[src/rtl/i2c_slave_pkg.sv]
// Shared types and constants for the I2C register-file slave.
// Latency: n/a (definitions only).
// Backpressure: n/a (definitions only).
package i2c_slave_pkg;

  typedef enum logic [3:0] {
    IDLE,
    ADDR,
    ADDR_ACK,
    PTR,
    PTR_ACK,
    WDATA,
    WDATA_ACK,
    RDATA,
    RDATA_ACK,
    WAIT
  } i2c_state_t;

  // Bus-level bit meanings
  localparam logic I2C_ACK  = 1'b0;
  localparam logic I2C_NACK = 1'b1;
  localparam logic I2C_WR   = 1'b0;
  localparam logic I2C_RD   = 1'b1;

endpackage

[src/rtl/i2c_line_filter.sv]
// Synchronises one raw I2C line, debounces it and emits edge pulses.
// Latency: 2 sync flops + FILTER_LEN samples before line_f follows a stable change.
// Backpressure: none; free-running conditioner.
//
// Ports:
//   clk, reset  system clock, synchronous active-high reset
//   line_in     raw pin level (asynchronous)
//   line_f      filtered level, resets to 1 (idle bus)
//   rise, fall  one-cycle pulses, asserted in the cycle line_f changes
module i2c_line_filter
  import i2c_slave_pkg::*;
#(
  parameter int FILTER_LEN = 3
) (
  input  logic clk,
  input  logic reset,
  input  logic line_in,
  output logic line_f,
  output logic rise,
  output logic fall
);

  localparam logic [3:0] CNT_LAST = 4'(FILTER_LEN - 1);

  logic [1:0] sync;
  logic [3:0] cnt;

  always_ff @(posedge clk) begin
    if (reset) begin
      sync   <= 2'b11;
      cnt    <= 4'd0;
      line_f <= 1'b1;
      rise   <= 1'b0;
      fall   <= 1'b0;
    end else begin
      sync <= {sync[0], line_in};
      rise <= 1'b0;
      fall <= 1'b0;
      // cnt counts consecutive samples that disagree with line_f; any
      // agreeing sample restarts the run, so short glitches are dropped.
      if (sync[1] == line_f) begin
        cnt <= 4'd0;
      end else if (cnt == CNT_LAST) begin
        line_f <= sync[1];
        cnt    <= 4'd0;
        rise   <= sync[1];
        fall   <= ~sync[1];
      end else begin
        cnt <= cnt + 4'd1;
      end
    end
  end

endmodule

[src/rtl/i2c_slave_regfile.sv]
// I2C slave exposing NUM_REGS bytes with pointer addressing and burst access.
// Latency: writes commit one clk after the 8th data SCL rise; SDA updates follow filtered SCL fall.
// Backpressure: none; never stretches SCL, bus master sets the pace.
//
// Ports:
//   clk, reset   system clock (>= 20x SCL), synchronous active-high reset
//   scl_in       raw SCL pin level
//   sda_in       raw SDA pin level
//   sda_oe       1 = pull SDA low, 0 = release (open-drain)
//   reg_out      register file, byte i at [8i+7:8i]
//   reg_wr_stb   one-cycle pulse per register write
//   reg_wr_idx   index written, valid with reg_wr_stb
//   busy         high from address ACK until STOP or slave NACK
module i2c_slave_regfile
  import i2c_slave_pkg::*;
#(
  parameter logic [6:0] SLAVE_ADDR = 7'h27,
  parameter int         NUM_REGS   = 4,
  parameter logic [7:0] RESET_VAL  = 8'h00,
  parameter int         FILTER_LEN = 3
) (
  input  logic                        clk,
  input  logic                        reset,
  input  logic                        scl_in,
  input  logic                        sda_in,
  output logic                        sda_oe,
  output logic [8*NUM_REGS-1:0]       reg_out,
  output logic                        reg_wr_stb,
  output logic [$clog2(NUM_REGS)-1:0] reg_wr_idx,
  output logic                        busy
);

  localparam int PW = $clog2(NUM_REGS);

  logic scl_f, scl_rise, scl_fall;
  logic sda_f, sda_rise, sda_fall;

  i2c_line_filter #(.FILTER_LEN(FILTER_LEN)) u_scl_filter (
    .clk     (clk),
    .reset   (reset),
    .line_in (scl_in),
    .line_f  (scl_f),
    .rise    (scl_rise),
    .fall    (scl_fall)
  );

  i2c_line_filter #(.FILTER_LEN(FILTER_LEN)) u_sda_filter (
    .clk     (clk),
    .reset   (reset),
    .line_in (sda_in),
    .line_f  (sda_f),
    .rise    (sda_rise),
    .fall    (sda_fall)
  );

  // Both filters have identical delay, so SDA/SCL ordering is preserved.
  logic start_det, stop_det;
  assign start_det = sda_fall & scl_f;
  assign stop_det  = sda_rise & scl_f;

  i2c_state_t          state;
  logic [3:0]          bit_cnt;
  logic [7:0]          shreg;
  logic                rw;
  logic [PW-1:0]       ptr;
  logic                wr_pend;
  logic [8*NUM_REGS-1:0] regs;

  assign reg_out = regs;

  logic [7:0]    rd_byte;
  logic [PW-1:0] ptr_inc;
  logic          ptr_ok;

  assign rd_byte = regs[{ptr, 3'b000} +: 8];
  assign ptr_inc = (ptr == PW'(NUM_REGS - 1)) ? '0 : ptr + 1'b1;
  assign ptr_ok  = ({1'b0, shreg} < 9'(NUM_REGS));

  always_ff @(posedge clk) begin
    if (reset) begin
      state      <= IDLE;
      bit_cnt    <= 4'd0;
      shreg      <= 8'd0;
      rw         <= I2C_WR;
      ptr        <= '0;
      wr_pend    <= 1'b0;
      regs       <= {NUM_REGS{RESET_VAL}};
      sda_oe     <= 1'b0;
      busy       <= 1'b0;
      reg_wr_stb <= 1'b0;
      reg_wr_idx <= '0;
    end else begin
      reg_wr_stb <= 1'b0;
      wr_pend    <= 1'b0;

      // Commit the byte shifted in during WDATA on the cycle after its 8th rise.
      if (wr_pend) begin
        regs[{ptr, 3'b000} +: 8] <= shreg;
        reg_wr_stb               <= 1'b1;
        reg_wr_idx               <= ptr;
        ptr                      <= ptr_inc;
      end

      // START/STOP override any SCL edge seen in the same cycle.
      if (start_det) begin
        state   <= ADDR;
        bit_cnt <= 4'd0;
        sda_oe  <= 1'b0;
      end else if (stop_det) begin
        state  <= IDLE;
        sda_oe <= 1'b0;
        busy   <= 1'b0;
      end else begin
        case (state)
          IDLE: begin
          end

          ADDR: begin
            if (scl_rise && bit_cnt != 4'd8) begin
              shreg   <= {shreg[6:0], sda_f};
              bit_cnt <= bit_cnt + 4'd1;
            end else if (scl_fall && bit_cnt == 4'd8) begin
              if (shreg[7:1] == SLAVE_ADDR) begin
                sda_oe <= 1'b1;
                busy   <= 1'b1;
                rw     <= shreg[0];
                state  <= ADDR_ACK;
              end else begin
                busy  <= 1'b0;
                state <= WAIT;
              end
            end
          end

          ADDR_ACK: begin
            if (scl_fall) begin
              if (rw == I2C_WR) begin
                sda_oe  <= 1'b0;
                bit_cnt <= 4'd0;
                state   <= PTR;
              end else begin
                // First read byte: MSB goes out on this same fall.
                shreg   <= rd_byte;
                sda_oe  <= ~rd_byte[7];
                bit_cnt <= 4'd1;
                state   <= RDATA;
              end
            end
          end

          PTR: begin
            if (scl_rise && bit_cnt != 4'd8) begin
              shreg   <= {shreg[6:0], sda_f};
              bit_cnt <= bit_cnt + 4'd1;
            end else if (scl_fall && bit_cnt == 4'd8) begin
              if (ptr_ok) begin
                ptr    <= shreg[PW-1:0];
                sda_oe <= 1'b1;
                state  <= PTR_ACK;
              end else begin
                busy  <= 1'b0;
                state <= WAIT;
              end
            end
          end

          PTR_ACK: begin
            if (scl_fall) begin
              sda_oe  <= 1'b0;
              bit_cnt <= 4'd0;
              state   <= WDATA;
            end
          end

          WDATA: begin
            if (scl_rise && bit_cnt != 4'd8) begin
              shreg   <= {shreg[6:0], sda_f};
              bit_cnt <= bit_cnt + 4'd1;
              wr_pend <= (bit_cnt == 4'd7);
            end else if (scl_fall && bit_cnt == 4'd8) begin
              sda_oe <= 1'b1;
              state  <= WDATA_ACK;
            end
          end

          WDATA_ACK: begin
            if (scl_fall) begin
              sda_oe  <= 1'b0;
              bit_cnt <= 4'd0;
              state   <= WDATA;
            end
          end

          RDATA: begin
            // bit_cnt counts bits already placed on the bus.
            if (scl_fall) begin
              if (bit_cnt == 4'd8) begin
                sda_oe <= 1'b0;
                state  <= RDATA_ACK;
              end else begin
                shreg   <= {shreg[6:0], 1'b0};
                sda_oe  <= ~shreg[6];
                bit_cnt <= bit_cnt + 4'd1;
              end
            end
          end

          RDATA_ACK: begin
            // bit_cnt == 9 marks "master ACKed, reload on the next fall".
            if (scl_rise && bit_cnt == 4'd8) begin
              ptr <= ptr_inc;
              if (sda_f == I2C_ACK) begin
                bit_cnt <= 4'd9;
              end else begin
                state <= WAIT;
              end
            end else if (scl_fall && bit_cnt == 4'd9) begin
              shreg   <= rd_byte;
              sda_oe  <= ~rd_byte[7];
              bit_cnt <= 4'd1;
              state   <= RDATA;
            end
          end

          WAIT: begin
            sda_oe <= 1'b0;
          end

          default: begin
            state  <= IDLE;
            sda_oe <= 1'b0;
          end
        endcase
      end
    end
  end

endmodule

[config.mk]
export PLATFORM = sky130hd
export DESIGN_NAME = i2c_slave_regfile
export DESIGN_NICKNAME = d
export VERILOG_FILES = /design/src/rtl/i2c_slave_pkg.sv /design/src/rtl/i2c_line_filter.sv /design/src/rtl/i2c_slave_regfile.sv
export SDC_FILE = /design/constraint.sdc
export NUM_CORES = 1
export LEC_CHECK = 0
export CORE_MARGIN = 10
export CORE_UTILIZATION = 51
export CTS_CLUSTER_DIAMETER = 60
export DETAILED_ROUTE_END_ITERATION = 7
export PLACE_DENSITY = 0.77
export SYNTH_ARGS = -nofsm -noshare
export SYNTH_HDL_FRONTEND = slang
export SYNTH_HIERARCHICAL = 1
export SYNTH_SLANG_ARGS = --single-unit
[constraint.sdc]
create_clock -name clk -period 2.2 [get_ports clk]
set_clock_uncertainty 0.1 [all_clocks]
set_input_delay 0.44 -clock clk [delete_from_list [all_inputs] [get_ports clk]]
set_output_delay 0.44 -clock clk [all_outputs]
set_load 0.01 [all_outputs]
==> results.md <==
* Status: finished clean
* Core box area at 7330 um2
* Average size of a mapped cell at 9.30 um2
* Final hold vios at 0
* Die Width at 108 um
* Remaining antenna violation count at 0
* PwrDens at 505 nW/um2
* Row Count at 31
* Synth unique cells at 69
* Setup violations, final at 0
* Post-synth EDFFs at 0
* CP Launch Type: register
* Grt total ovfl at 0
* TritonCTS clock tree: yes
* GRT met2 Usage at 0.280
* Sequential area share after synthesis at 0.384
* HPWL Detailed at 7510 um
* Vias per cell at 6.07
* Port bufs at 40
* Mapped cell area at 3900 um2
* Hold Path Class: register to register
* DRT Wirelength at 10,600 um
* Post-DR wirelength/cell at 18.3 um
* Area grow syn2layout at 20.8%
* Die Span Y at 108 um
* Starting DRT DRC Count at 310
* Vias in the first global route at 3,372
* Rel. slew slack at 0.634
* Post-layout nets at 493
* Global routing usage on met1 at 0.240
* Most common cell after layout, fill and taps aside: dfxtp_1
* Initial Util at 0.533
* Max VDD drop at 483 uV
* I/O pins at 41
* Dpl ws at 0.00183 ns
* Data required, critical path at 2.33 ns
* CTS Sinks at 75
* Clk_lat worst skew at 0.36 ns
* DRC at 0
* Fin worst setup slack at 0.0826 ns
* DR pass1 iterations at 5
* Cell chosen for the clock root: clkbuf_8
* CTS Buf Count at 9
* Max Slew Vio Count at 0
* Lkg Pwr at 1.71 nW
* Final period utilization at 0.962
* Kind of critical path: register to register
* Hold Buf Count CTS at 0
* Mapped Cells at 420
* FFs w/ async S/R, synth at 0
* Ant. Diodes at 0
* RSZ-0062 raised after global routing: false
* First-pass GRT wire length at 17,300 um
* Max Cap Violations at 0
* Fraction of layout cells with a size suffix above 1 at 0.170
* Syn Nets at 437
* #FFs+latches synth at 75
* GRT Util Overall at 0.185
* Min cycle time layout at 2.12 ns
* Worst-Margin Slew at 0.548 ns
* H-tree Lvls at 3
* GRT Max-Usage Layer: met2
* M3 GR Usage at 0.0521
* Die Area at 11,600 um2
* Most frequent cells in the layout: dfxtp_1 (74), nor2_1 (53), clkdlybuf4s50_1 (39)
* CTS max path bufs at 2
* Final TNS setup at 0 ns
* Element type at the critical path end: register
* Ys flop type: dfxtp_1
* Max frequency at 472 MHz
* YS warnings at 6
* Clk slew on worst S/H paths at 0.08 ns
* GPL Wtd Cong at 0.904
* Initial antenna violation count at 0
* Worst path arrival time at 2.25 ns
* Vias at 3,521
* Largest net degree at the start of global routing at 29
* Max FO, Critical Path at 14
kinds of logic (layout without fill, tap and decap cells):
| group | Yosys count | count (layout) | synth area share |
|---|---|---|---|
| adders and majority gates | 13 | 13 | 0.0417 |
| buffers and inverters | 36 | 97 | 0.0471 |
| AOI/OAI and AO/OA | 117 | 117 | 0.217 |
| DFF | 75 | 75 | 0.384 |
| and+or+nand+nor | 153 | 153 | 0.219 |
| xor gates and xnor gates | 7 | 7 | 0.0157 |
| muxes | 19 | 19 | 0.0747 |
layer usage:
metal | routed length (um) | up-vias
met5 | 0 | -
met4 | 212 | 0
met3 | 897 | 20
met2 | 5010 | 143
met1 | 4470 | 1671
li1 | - | 1687
stage by stage:
stage | cell area [um2] | std cells | utilization | total power, mW | hold WS, ns
2_1_floorplan | 3910 | 420 | - | 1.42 | 0.289
3_3_place_gp | 4530 | 564 | 0.618 | 1.44 | 0.297
3_5_place_dp | 4530 | 564 | 0.618 | 1.44 | 0.297
4_1_cts | 4700 | 580 | 0.642 | 2.40 | 0.318
5_1_grt | 4720 | 580 | 0.644 | 2.47 | 0.336
6_report | 4720 | 580 | 0.644 | 2.38 | 0.315
layout make-up:
| class | count | area, um2 |
|---|---|---|
| sequential | 75 | 1500 |
| timing repair buffer | 74 | 651 |
| clock buffer | 10 | 128 |
| tap | 99 | 124 |
| clock inverter | 6 | 48.8 |
| fill | 603 | 2610 |
| multi-input combinational | 309 | 2240 |
| inverter | 7 | 26.3 |
cell usage after synthesis (8+ instances only):
cell type | count | share of area
buf_2 | 8 | 0.010
mux4_2 | 8 | 0.046
ha_1 | 13 | 0.042
clkbuf_1 | 13 | 0.012
a311oi_1 | 9 | 0.020
a22oi_1 | 34 | 0.065
nand3_1 | 9 | 0.012
mux2i_1 | 10 | 0.026
dfxtp_1 | 75 | 0.38
nand2_1 | 22 | 0.021
o21ai_0 | 11 | 0.014
nor2_1 | 53 | 0.051
a21oi_1 | 28 | 0.036
worst max-delay path: stages, from the launching register on:
cell and delay (ns):
dfxtp_1 0.47, or4b_4 0.68, a41oi_4 0.32, a22oi_1 0.19, a21oi_1 0.19, nor3_1 0.05
sequential cells by signal (all words and copies together) (netlist names):
name	count
rw	1
reg_wr_stb	1
sda_oe	1
bit_cnt	4
reg_wr_idx	2
u_sda_filter/rise	1
u_sda_filter/line_f	1
u_scl_filter/sync	2
u_sda_filter/fall	1
ptr	2
u_scl_filter/fall	1
u_sda_filter/cnt	4
u_scl_filter/line_f	1
u_sda_filter/sync	2
reg_out	32
wr_pend	1
u_scl_filter/rise	1
busy	1
state	4
shreg	8
u_scl_filter/cnt	4
report_power, final:
group / internal [mW] / total (mW) / switching (mW)
clock: 0.419 / 0.978 / 0.559
sequential: 1.36 / 1.36 / 0.00354
combinational: 0.0144 / 0.0413 / 0.0269
total: 1.79 / 2.38 / 0.589
what timing repair did:
action                     in CTS  in global routing
buffers inserted                0                  0
setup endpoints to repair       2                 13
resized for setup               1                  5
final timing paths:
| kind | start | endpoint | slack [ns] | depth (start not counted) |
|---|---|---|---|---|
| max | state[2] | state[2] | 0.08 | 5 |
| min | u_scl_filter/sync[0] | u_scl_filter/sync[1] | 0.31 | 1 |
| max reg2reg | state[2] | state[2] | 0.08 | 5 |
| min reg2reg | u_scl_filter/sync[0] | u_scl_filter/sync[1] | 0.31 | 1 |
(Power assumes the default switching activity.)
